--- config.mk ---
export PLATFORM = sky130hd
export DESIGN_NAME = cordic_scheduler
export DESIGN_NICKNAME = d
export VERILOG_FILES = /design/src/rtl/cordic_pkg.sv /design/src/rtl/cordic_rr_arb.sv /design/src/rtl/cordic_scheduler.sv
export SDC_FILE = /design/constraint.sdc
export NUM_CORES = 1
export LEC_CHECK = 0
export ABC_AREA = 1
export CORE_UTILIZATION = 41
export DETAILED_ROUTE_END_ITERATION = 8
export DONT_BUFFER_PORTS = 1
export PLACE_DENSITY_LB_ADDON = 0.12
export RECOVER_POWER = 50
export SLEW_MARGIN = 20
export SYNTH_ARGS = -nofsm -noshare
export SYNTH_HDL_FRONTEND = slang
export SYNTH_HIERARCHICAL = 1
export SYNTH_SLANG_ARGS = --single-unit
export TNS_END_PERCENT = 20
--- constraint.sdc ---
create_clock -name clka -period 1.6 [get_ports clka]
set_input_delay 0.48 -clock clka [delete_from_list [all_inputs] [get_ports clka]]
set_output_delay 0.48 -clock clka [all_outputs]
set_load 0.01 [all_outputs]
--- src/rtl/cordic_pkg.sv ---
`timescale 1ns/1ps
`default_nettype none
// ============================================================================
//  Module  : cordic_pkg
//  Purpose : Shared encodings for the CORDIC scheduler. This file holds the
//            FSM state codes, the operand-mux control codes and the
//            operation mode codes.
//  Ports   : none (package)
//  Rev     : 1.0  initial release
// ============================================================================
package cordic_pkg;

   typedef enum logic [2:0] {
      ST_IDLE  = 3'd0,
      ST_LOAD  = 3'd1,
      ST_ITER  = 3'd2,
      ST_STORE = 3'd3,
      ST_RESP  = 3'd4
   } state_t;

   // Core operand-mux select
   localparam logic [1:0] MUX_HOLD = 2'b00;
   localparam logic [1:0] MUX_LOAD = 2'b01;
   localparam logic [1:0] MUX_ITER = 2'b10;

   // Operation modes
   localparam logic MODE_ROTATE = 1'b0;
   localparam logic MODE_VECTOR = 1'b1;

   // Requester index to one-hot request/response vector
   function automatic logic [1:0] onehot2(input logic idx);
      return idx ? 2'b10 : 2'b01;
   endfunction

endpackage : cordic_pkg
`default_nettype wire

--- src/rtl/cordic_rr_arb.sv ---
`timescale 1ns/1ps
`default_nettype none
// ============================================================================
//  Module  : cordic_rr_arb
//  Purpose : Combinational two-way round-robin pick. A lone requester always
//            wins. When both are asking, the round-robin pointer decides.
//  Ports   : req_valid [1:0]  in   pending requests
//            rr              in   preferred requester when both ask
//            grant     [1:0] out  one-hot grant (00 when nobody asks)
//            grant_idx       out  index of the granted requester
//  Rev     : 1.0  initial release
// ============================================================================
module cordic_rr_arb
   import cordic_pkg::*;
(
   input  logic [1:0] req_valid,
   input  logic       rr,
   output logic [1:0] grant,
   output logic       grant_idx
);

   always_comb begin
      grant_idx = (req_valid == 2'b11) ? rr : req_valid[1];
      grant     = (req_valid == 2'b00) ? 2'b00 : onehot2(grant_idx);
   end

endmodule : cordic_rr_arb
`default_nettype wire

--- src/rtl/cordic_scheduler.sv ---
`timescale 1ns/1ps
`default_nettype none
// ============================================================================
//  Module  : cordic_scheduler
//  Purpose : Arbitrates two requesters onto one iterative CORDIC core. It
//            sequences the core through load, NITER iterations and result
//            capture, then returns a one-hot completion to the granted
//            requester.
//  Ports   : clka, reset_n          clock, async active-low reset
//            req_valid/req_mode [1:0]  requests and their modes (0 rot, 1 vec)
//            req_ready [1:0]      one-hot accept (combinational, IDLE only)
//            rsp_valid/rsp_ready  one-hot completion handshake
//            core_mode            mode latched at accept
//            in_mux_ctl [1:0]     00 hold, 01 load, 10 iterate
//            iter [CW-1:0]        iteration index
//            iter_en, out_load    core register / output register enables
//            grant_id, busy       current requester, not-IDLE flag
//            state [2:0]          FSM state for debug
//  Rev     : 1.0  initial release
// ============================================================================
module cordic_scheduler
   import cordic_pkg::*;
#(
   parameter int NITER = 8,
   parameter int CW    = 4
) (
   input  logic          clka,
   input  logic          reset_n,
   input  logic [1:0]    req_valid,
   input  logic [1:0]    req_mode,
   output logic [1:0]    req_ready,
   output logic [1:0]    rsp_valid,
   input  logic [1:0]    rsp_ready,
   output logic          core_mode,
   output logic [1:0]    in_mux_ctl,
   output logic [CW-1:0] iter,
   output logic          iter_en,
   output logic          out_load,
   output logic          grant_id,
   output logic          busy,
   output logic [2:0]    state
);

   // Final index is computed in CW bits so NITER = 2^CW ends on all-ones.
   localparam logic [CW-1:0] ITER_LAST = CW'(NITER - 1);

   state_t        state_q, state_d;
   logic [CW-1:0] iter_q, iter_d;
   logic          rr_q, rr_d;
   logic          grant_q, grant_d;
   logic          mode_q, mode_d;

   logic [1:0]    arb_grant;
   logic          arb_idx;

   cordic_rr_arb u_arb (
      .req_valid (req_valid),
      .rr        (rr_q),
      .grant     (arb_grant),
      .grant_idx (arb_idx)
   );

   always_ff @(posedge clka or negedge reset_n) begin
      if (!reset_n) begin
         state_q <= ST_IDLE;
         iter_q  <= '0;
         rr_q    <= 1'b0;
         grant_q <= 1'b0;
         mode_q  <= MODE_ROTATE;
      end else begin
         state_q <= state_d;
         iter_q  <= iter_d;
         rr_q    <= rr_d;
         grant_q <= grant_d;
         mode_q  <= mode_d;
      end
   end

   always_comb begin
      state_d    = state_q;
      iter_d     = iter_q;
      rr_d       = rr_q;
      grant_d    = grant_q;
      mode_d     = mode_q;
      req_ready  = 2'b00;
      rsp_valid  = 2'b00;
      in_mux_ctl = MUX_HOLD;
      iter_en    = 1'b0;
      out_load   = 1'b0;

      case (state_q)
         ST_IDLE: begin
            // State already reads IDLE while reset is held. The reset_n term
            // keeps the accept low so no handshake can appear during reset.
            req_ready = reset_n ? arb_grant : 2'b00;
            if (|req_valid) begin
               grant_d = arb_idx;
               mode_d  = req_mode[arb_idx];
               iter_d  = '0;
               state_d = ST_LOAD;
            end
         end
         ST_LOAD: begin
            in_mux_ctl = MUX_LOAD;
            iter_en    = 1'b1;
            state_d    = ST_ITER;
         end
         ST_ITER: begin
            in_mux_ctl = MUX_ITER;
            iter_en    = 1'b1;
            if (iter_q == ITER_LAST) begin
               iter_d  = '0;
               state_d = ST_STORE;
            end else begin
               iter_d  = iter_q + CW'(1);
            end
         end
         ST_STORE: begin
            out_load = 1'b1;
            state_d  = ST_RESP;
         end
         ST_RESP: begin
            rsp_valid = onehot2(grant_q);
            if (rsp_ready[grant_q]) begin
               rr_d    = ~grant_q;
               state_d = ST_IDLE;
            end
         end
         default: state_d = ST_IDLE;
      endcase
   end

   assign iter      = iter_q;
   assign core_mode = mode_q;
   assign grant_id  = grant_q;
   assign busy      = (state_q != ST_IDLE);
   assign state     = state_q;

endmodule : cordic_scheduler
`default_nettype wire

# Yosys cells after proc, flatten, opt, wreduce, memory -nomap -nowiden

Index checks and enable logic that the tools add are counted.

Flip-flop bits (word level): 10
Bits of input ports: 8
Output and inout port bits: 18
Logic and storage cells: 49

Add/sub/neg operators: 1
Magnitude comparators: 2
Equality and inequality tests: 9
Mux-type cells: 21
Bitwise gates (word level): 1
Reductions and logical operators: 10

Operators with widths:

| operator              | number |
|---|---|
| $pmux W3 S5           | 1 |
| $mux W2               | 6 |
| $mux W3               | 3 |
| $mux W4               | 2 |
| $pmux W4 S2           | 1 |
| $mux W1               | 7 |
| $eq A3 B2 Y1 const B  | 2 |
| $ne A2 B2 Y1 const B  | 3 |
| $reduce_and A2 Y1     | 3 |
| $add A4 B1 Y4 const B | 1 |
| $eq A4 B3 Y1 const B  | 1 |
| $lt A1 B2 Y1 const B  | 2 |
| $pmux W2 S2           | 1 |
| $reduce_or A2 Y1      | 2 |
| $eq A3 B1 Y1 const B  | 1 |
| $eq A3 B3 Y1 const B  | 1 |
| $logic_not A3 Y1      | 1 |
| $reduce_and A3 Y1     | 1 |
| $reduce_bool A3 Y1    | 1 |
| $eq A2 B2 Y1 const B  | 1 |
| $logic_not A2 Y1      | 1 |
| $reduce_bool A2 Y1    | 1 |
| $not A1 Y1            | 1 |

# Depth between registers and ports, before layout

Depth in word-level cells: 6
Gate-level depth with buffers: 7
Mapped depth without buffers: 7

# By module

The synthesis kept the hierarchy.

By module, submodules not included:

| module           | instances | cells an instance | area each (um^2) | sequential area each (um^2) |
|---|---|---|---|---|
| cordic_scheduler | 1         | 79                | 574.3            | 250.2 |
| cordic_rr_arb    | 1         | 6                 | 25.0             | 0.0 |

# Worst setup path after synthesis

Ideal clock, no wire load.

Kind: register -> output
From: register state_q[0] (netlist: state[0])
To: output port req_ready[0]
Arrival: 0.959 ns
Data required time: 1.120 ns
Setup slack: 0.161 ns
Stages on the path, launching flop included: 4
Path buffers: 0
Cells stage by stage: dfrtp_1 > nor2_4 > nand2_1 > nor2_1

Cells in the longest elaborated chain, start to end: 2

RTL lines:

| item                     | RTL line               | source |
|---|---|---|
| start: declaration       | cordic_scheduler.sv:47 | `state_t state_q, state_d;` |
| start signal: assignment | cordic_scheduler.sv:71 | `state_q <= state_d;` |
| $logic_not A3 Y1         | cordic_scheduler.sv:91 | `case (state_q)` |
| $mux W2                  | cordic_scheduler.sv:91 |  |
| end: declaration         | cordic_scheduler.sv:31 | `output logic [1:0] req_ready,` |

Every way passes these cells.

# Worst setup path after layout

From: register state_q[0] (netlist: state[0])
To: output port iter_en

Cells in the longest elaborated chain, start to end: 3
Elaborated cells between the ends (all ways): 4
Those cells by class: eq/ne (2); mux (1); reduce/logical (1)

RTL lines:

| item                                                | RTL line               | source |
|---|---|---|
| $eq A3 B2 Y1 / $eq A3 B1 Y1 (equally long branches) | cordic_scheduler.sv:91 |  |
| $reduce_or A2 Y1 (no line) *                        | n/a                    |  |
| $mux W1 *                                           | cordic_scheduler.sv:91 |  |
| end: declaration                                    | cordic_scheduler.sv:37 | `output logic iter_en,` |

Mark *: on every way between the ends. The rest lies on a longest branch, timed or not.

==> results by stage <==
Run status:
- The flow ran to the end, but the final reports show violations.
- The final reports fail on setup timing.

Worst setup path:
- The endpoint class of the critical path is a primary output.
- The kind of start point of the critical path is a flip-flop.
- The cell type of the slowest stage on the worst timing path is sky130_fd_sc_hd__dfrtp_2.
- The source of the worst register-to-register timing path is state[0]$_DFFE_PN0P_.
- In this run the critical register-to-register path is captured at iter[2]$_DFFE_PN0P_.
- Measured in cells, the most critical reg-to-reg path has a length of 6.
- The worst-case register-to-register setup slack is 0.24 ns.
- Walking the worst path, the cells encountered are nor2_4 > nand2_4 > o21ai_2 > buf_6.
- The maximum fanout encountered on the critical timing path is 5.
- Together, buffers and inverters on the worst path number 1.
- The largest single stage delay on the critical path is 0.48 ns.
- The critical path arrival is 1.17 ns.
- STA puts the critical path data required time at 1.12 ns.
- The critical path is of the reg2out type.
- The kind of cell with the highest combined delay along the critical path is flip-flops.

Global route:
- The fraction of met2 tracks used by global routing is 0.278.
- For this run, the total global-route usage over all layers was measured as 0.189.
- The number of antenna violations at the first check in global routing is 0.
- The first global-routing pass estimated 1860 um of wire.
- In the global route stage, met3 resource usage came out at 0.117.
- The overflow left after global routing is 0.
- For this run, global-route usage on met1 was measured as 0.211.
- The layer flagged by global routing as most heavily used is met2.
- The maximum number of pins on one net before global-route repair is 11.
- The number of global-route vias before repair came to 448.

Finish:
- After filler insertion, the fill cell instance count of the layout stands at 132.
- Summing all flip-flop and latch instances after layout gives between 200 and 300 sq um.
- The antenna cell count is 0.
- The core occupancy in the finished layout is 0.564.
- Compared with the post-synthesis result, the final layout area differs by 25.5%.
- The share of layout cells above drive strength 1 is 0.320.
- The number of nets at the end of the flow is 108.
- The combined area of the multi-input logic cells is 339 sq um.

Yosys:
- The portion of the post-synthesis area used by sequential elements is 0.418.
- The synthesized netlist occupies a cell area of 599 sq um.
- Yosys printed 6 warnings.
- Averaged over all synthesized cells, the footprint is 7.05 sq um.
- Sorting the synthesized cells by area gives the leading types as sky130_fd_sc_hd__dfrtp_1 42%, sky130_fd_sc_hd__nand2_1 16%, sky130_fd_sc_hd__nand3_1 9.2%, sky130_fd_sc_hd__nor2_1 6.9%, sky130_fd_sc_hd__inv_1 5.6%.
- The cell type contributing the most total cell area after synthesis is sky130_fd_sc_hd__dfrtp_1.
- The register bit total from synthesis is 10.
- The number of nets handed over by synthesis was 94.
- The cell count after synthesis came out at 85.
- The area share of the largest cell type after synthesis is 0.418.
- In this run, distinct cell masters in the synthesized netlist total 17.

Routing:
- The remaining routing DRC violations is 0.
- After detailed routing, the number of vias per cell comes to 5.15.
- The final layout contains routed wiring with a total length of approximately 1300 um.
- Across all layers, the routed design uses 577 vias.
- The remaining antenna violation count is 0.
- Dividing the detail-routed wire length by the instance count gives 11.7 um.
- For this run, the detailed router's first-pass iteration total came to 4.
- For this block, the initial DRC count from the detailed router was 4.

STA:
- Setup repair after global routing could not meet its margin everywhere.
- The slew at the pin closest to its max-slew limit is 0.457 ns.
- Setup total negative slack on the finished layout was measured at -0.226 ns.
- The worst pin sits at a relative slew slack of 0.694.
- The highest clock rate is slightly above 0.6 GHz.
- The final count of negative-setup-slack endpoints is 6.
- Of the available clock period, the critical path in the final layout requires 1.03.
- Across the routed clock network, the largest skew measured is between 0.006 and 0.007 ns.
- The number of hold-slack violations in the final timing report came to 0.
- The total count of max-transition violations in the final report is 0.
- The smallest clock period supported by the final layout is computed as 1.65 ns.
- The worst setup slack after layout is -0.0545 ns.

Power and ir drop:
- Summed over all cells, the static leakage comes to ~0.39 nW.
- IR analysis of the VDD net gives a maximum drop of roughly 0.00095 V.
- The power per cell area is 2080 nW/um^2.

Run:
- Across the run, the number of max-cap violations was 0.

CTS:
- The number of clock buffers added by TritonCTS is 3.
- The insertion delay to the later sink of the worst-skew pair is 0.26 ns.
- The number of buffers on the longest clock path is 2.
- The number of sinks driven by the clock tree is 10.
- The clock slew at the register clock pins of the worst setup and hold paths is around 0.06 ns.
- The clock root buffer is sky130_fd_sc_hd__clkbuf_4.
- The clock tree from TritonCTS is yes.
- The maximum level of the CTS H-tree is 1.

Floorplan:
- The number of rows in the core area is 13.
- The die is 40.2 um tall.
- For this configuration, the core starts out at a cell density of 0.449.
- The core region is ~1300 sq um.
- The number of ports placed on the die boundary is 26.
- The die area is 1620 sq um.
- The horizontal die dimension is ~40 um.

Placement:
- The count of port buffers added during placement is 0.
- At the end of routability-driven placement, the weighted congestion stood at 0.718.
- Prior to clock tree synthesis, the placed netlist has a worst setup slack of 0.119 ns.
- The HPWL after detailed placement is 912 um.

Min path:
- The worst hold path class is in2reg.
- Counting instances, the worst hold path has a depth of 2.
- The endpoint with the worst hold slack is rr_q$_DFFE_PN0P_.
- The worst hold path begins at rsp_ready[0].
## repair_timing
item | 4_1_cts | 5_1_grt
endpoints found under the hold margin | 10 | 0
buffers inserted | 2 | 3
gates resized for setup | 11 | 5
cloned | 0 | 0
endpoints found under the setup margin | 9 | 9
hold buffers | 1 | 0
pin swaps | 3 | 3
## worst reg2reg max path: stages, from the launching register on
cell	delay, ns
sky130_fd_sc_hd__dfrtp_2	0.48
sky130_fd_sc_hd__nor2_4	0.19
sky130_fd_sc_hd__buf_4	0.13
sky130_fd_sc_hd__buf_4	0.10
sky130_fd_sc_hd__nand3b_2	0.17
sky130_fd_sc_hd__nand3_1	0.12
sky130_fd_sc_hd__nand2_1	0.05
## routing by layer
metal | part of all wire | vias up | routed length, um
li1 | - | 294 | -
met4 | 0.016 | 0 | 21
met1 | 0.46 | 263 | 599
met5 | 0 | - | 0
met3 | 0.060 | 4 | 79
met2 | 0.46 | 16 | 609
## cell type report
type                       count  share of cell area
tap                           15              0.0250
inverter                      11              0.0582
timing repair buffer           9              0.0982
multi-input combinational     64               0.451
sequential                    10               0.338
clock buffer                   3              0.0300
## Yosys cell counts
cell type,instances
sky130_fd_sc_hd__or2_2,2
sky130_fd_sc_hd__o21ai_0,5
sky130_fd_sc_hd__nand3b_2,1
sky130_fd_sc_hd__o21ai_1,2
sky130_fd_sc_hd__nor2_2,1
sky130_fd_sc_hd__nor2_1,11
sky130_fd_sc_hd__nor2_4,1
sky130_fd_sc_hd__nand4_1,1
sky130_fd_sc_hd__inv_2,2
sky130_fd_sc_hd__ha_1,1
sky130_fd_sc_hd__nand2_1,25
sky130_fd_sc_hd__nand2_4,1
sky130_fd_sc_hd__nand3_1,11
sky130_fd_sc_hd__nand2_2,1
sky130_fd_sc_hd__inv_1,9
sky130_fd_sc_hd__dfrtp_1,10
sky130_fd_sc_hd__a21oi_1,1
## worst max path at each step
stage	from	end	slack, ns	cells past startpoint
finish	state[0]$_DFFE_PN0P_	iter_en	-0.05	4
floorplan	state[0]$_DFFE_PN0P_	req_ready[0]	0.16	3
CTS	state[2]$_DFFE_PN0P_	iter_en	-0.08	4
detailed placement	state[2]$_DFFE_PN0P_	iter_en	0.12	4
global route	state[0]$_DFFE_PN0P_	iter_en	-0.13	4
global placement	state[2]$_DFFE_PN0P_	iter_en	0.14	4
## flip-flops by register name, summed over array words and instances (netlist names)
name,cells
iter,4
state,3
core_mode,1
grant_id,1
rr_q,1
## placed cells by master (no fill, tap or decap), types with 3 or more instances in the layout
master                     netlist  routed
sky130_fd_sc_hd__buf_4           0       7
sky130_fd_sc_hd__clkbuf_4        0       3
sky130_fd_sc_hd__dfrtp_1        10       7
sky130_fd_sc_hd__dfrtp_2         0       3
sky130_fd_sc_hd__inv_1           9       8
sky130_fd_sc_hd__nand2_1        25      23
sky130_fd_sc_hd__nand3_1        11      10
sky130_fd_sc_hd__nor2_1         11       8
sky130_fd_sc_hd__nor2_2          1       3
sky130_fd_sc_hd__o21ai_0         5       4
## through the flow
step / hold WS (ns) / cell area (sq um) / power, mW / instances
2_1_floorplan: 0.184 / 599 / 0.992 / 85
3_3_place_gp: 0.185 / 641 / 1.17 / 103
3_5_place_dp: 0.185 / 641 / 1.18 / 103
4_1_cts: 0.339 / 713 / 1.46 / 109
5_1_grt: 0.353 / 752 / 1.73 / 112
6_report: 0.344 / 752 / 1.57 / 112
## logic make-up (layout without fill, tap and decap cells)
kind of cell,after synthesis,in the layout,synth area share
fa+ha+maj,1,1,0.0209
compound gates,8,8,0.0668
flops,10,10,0.418
simple gates,55,55,0.426
buf+inv,11,23,0.0689
## report_power, final
| group | internal, mW | switching, mW |
|---|---|---|
| combinational | 0.363 | 0.469 |
| clock | 0.0865 | 0.0787 |
| sequential | 0.368 | 0.201 |
Note: power is estimated with default switching activity, not from simulation.
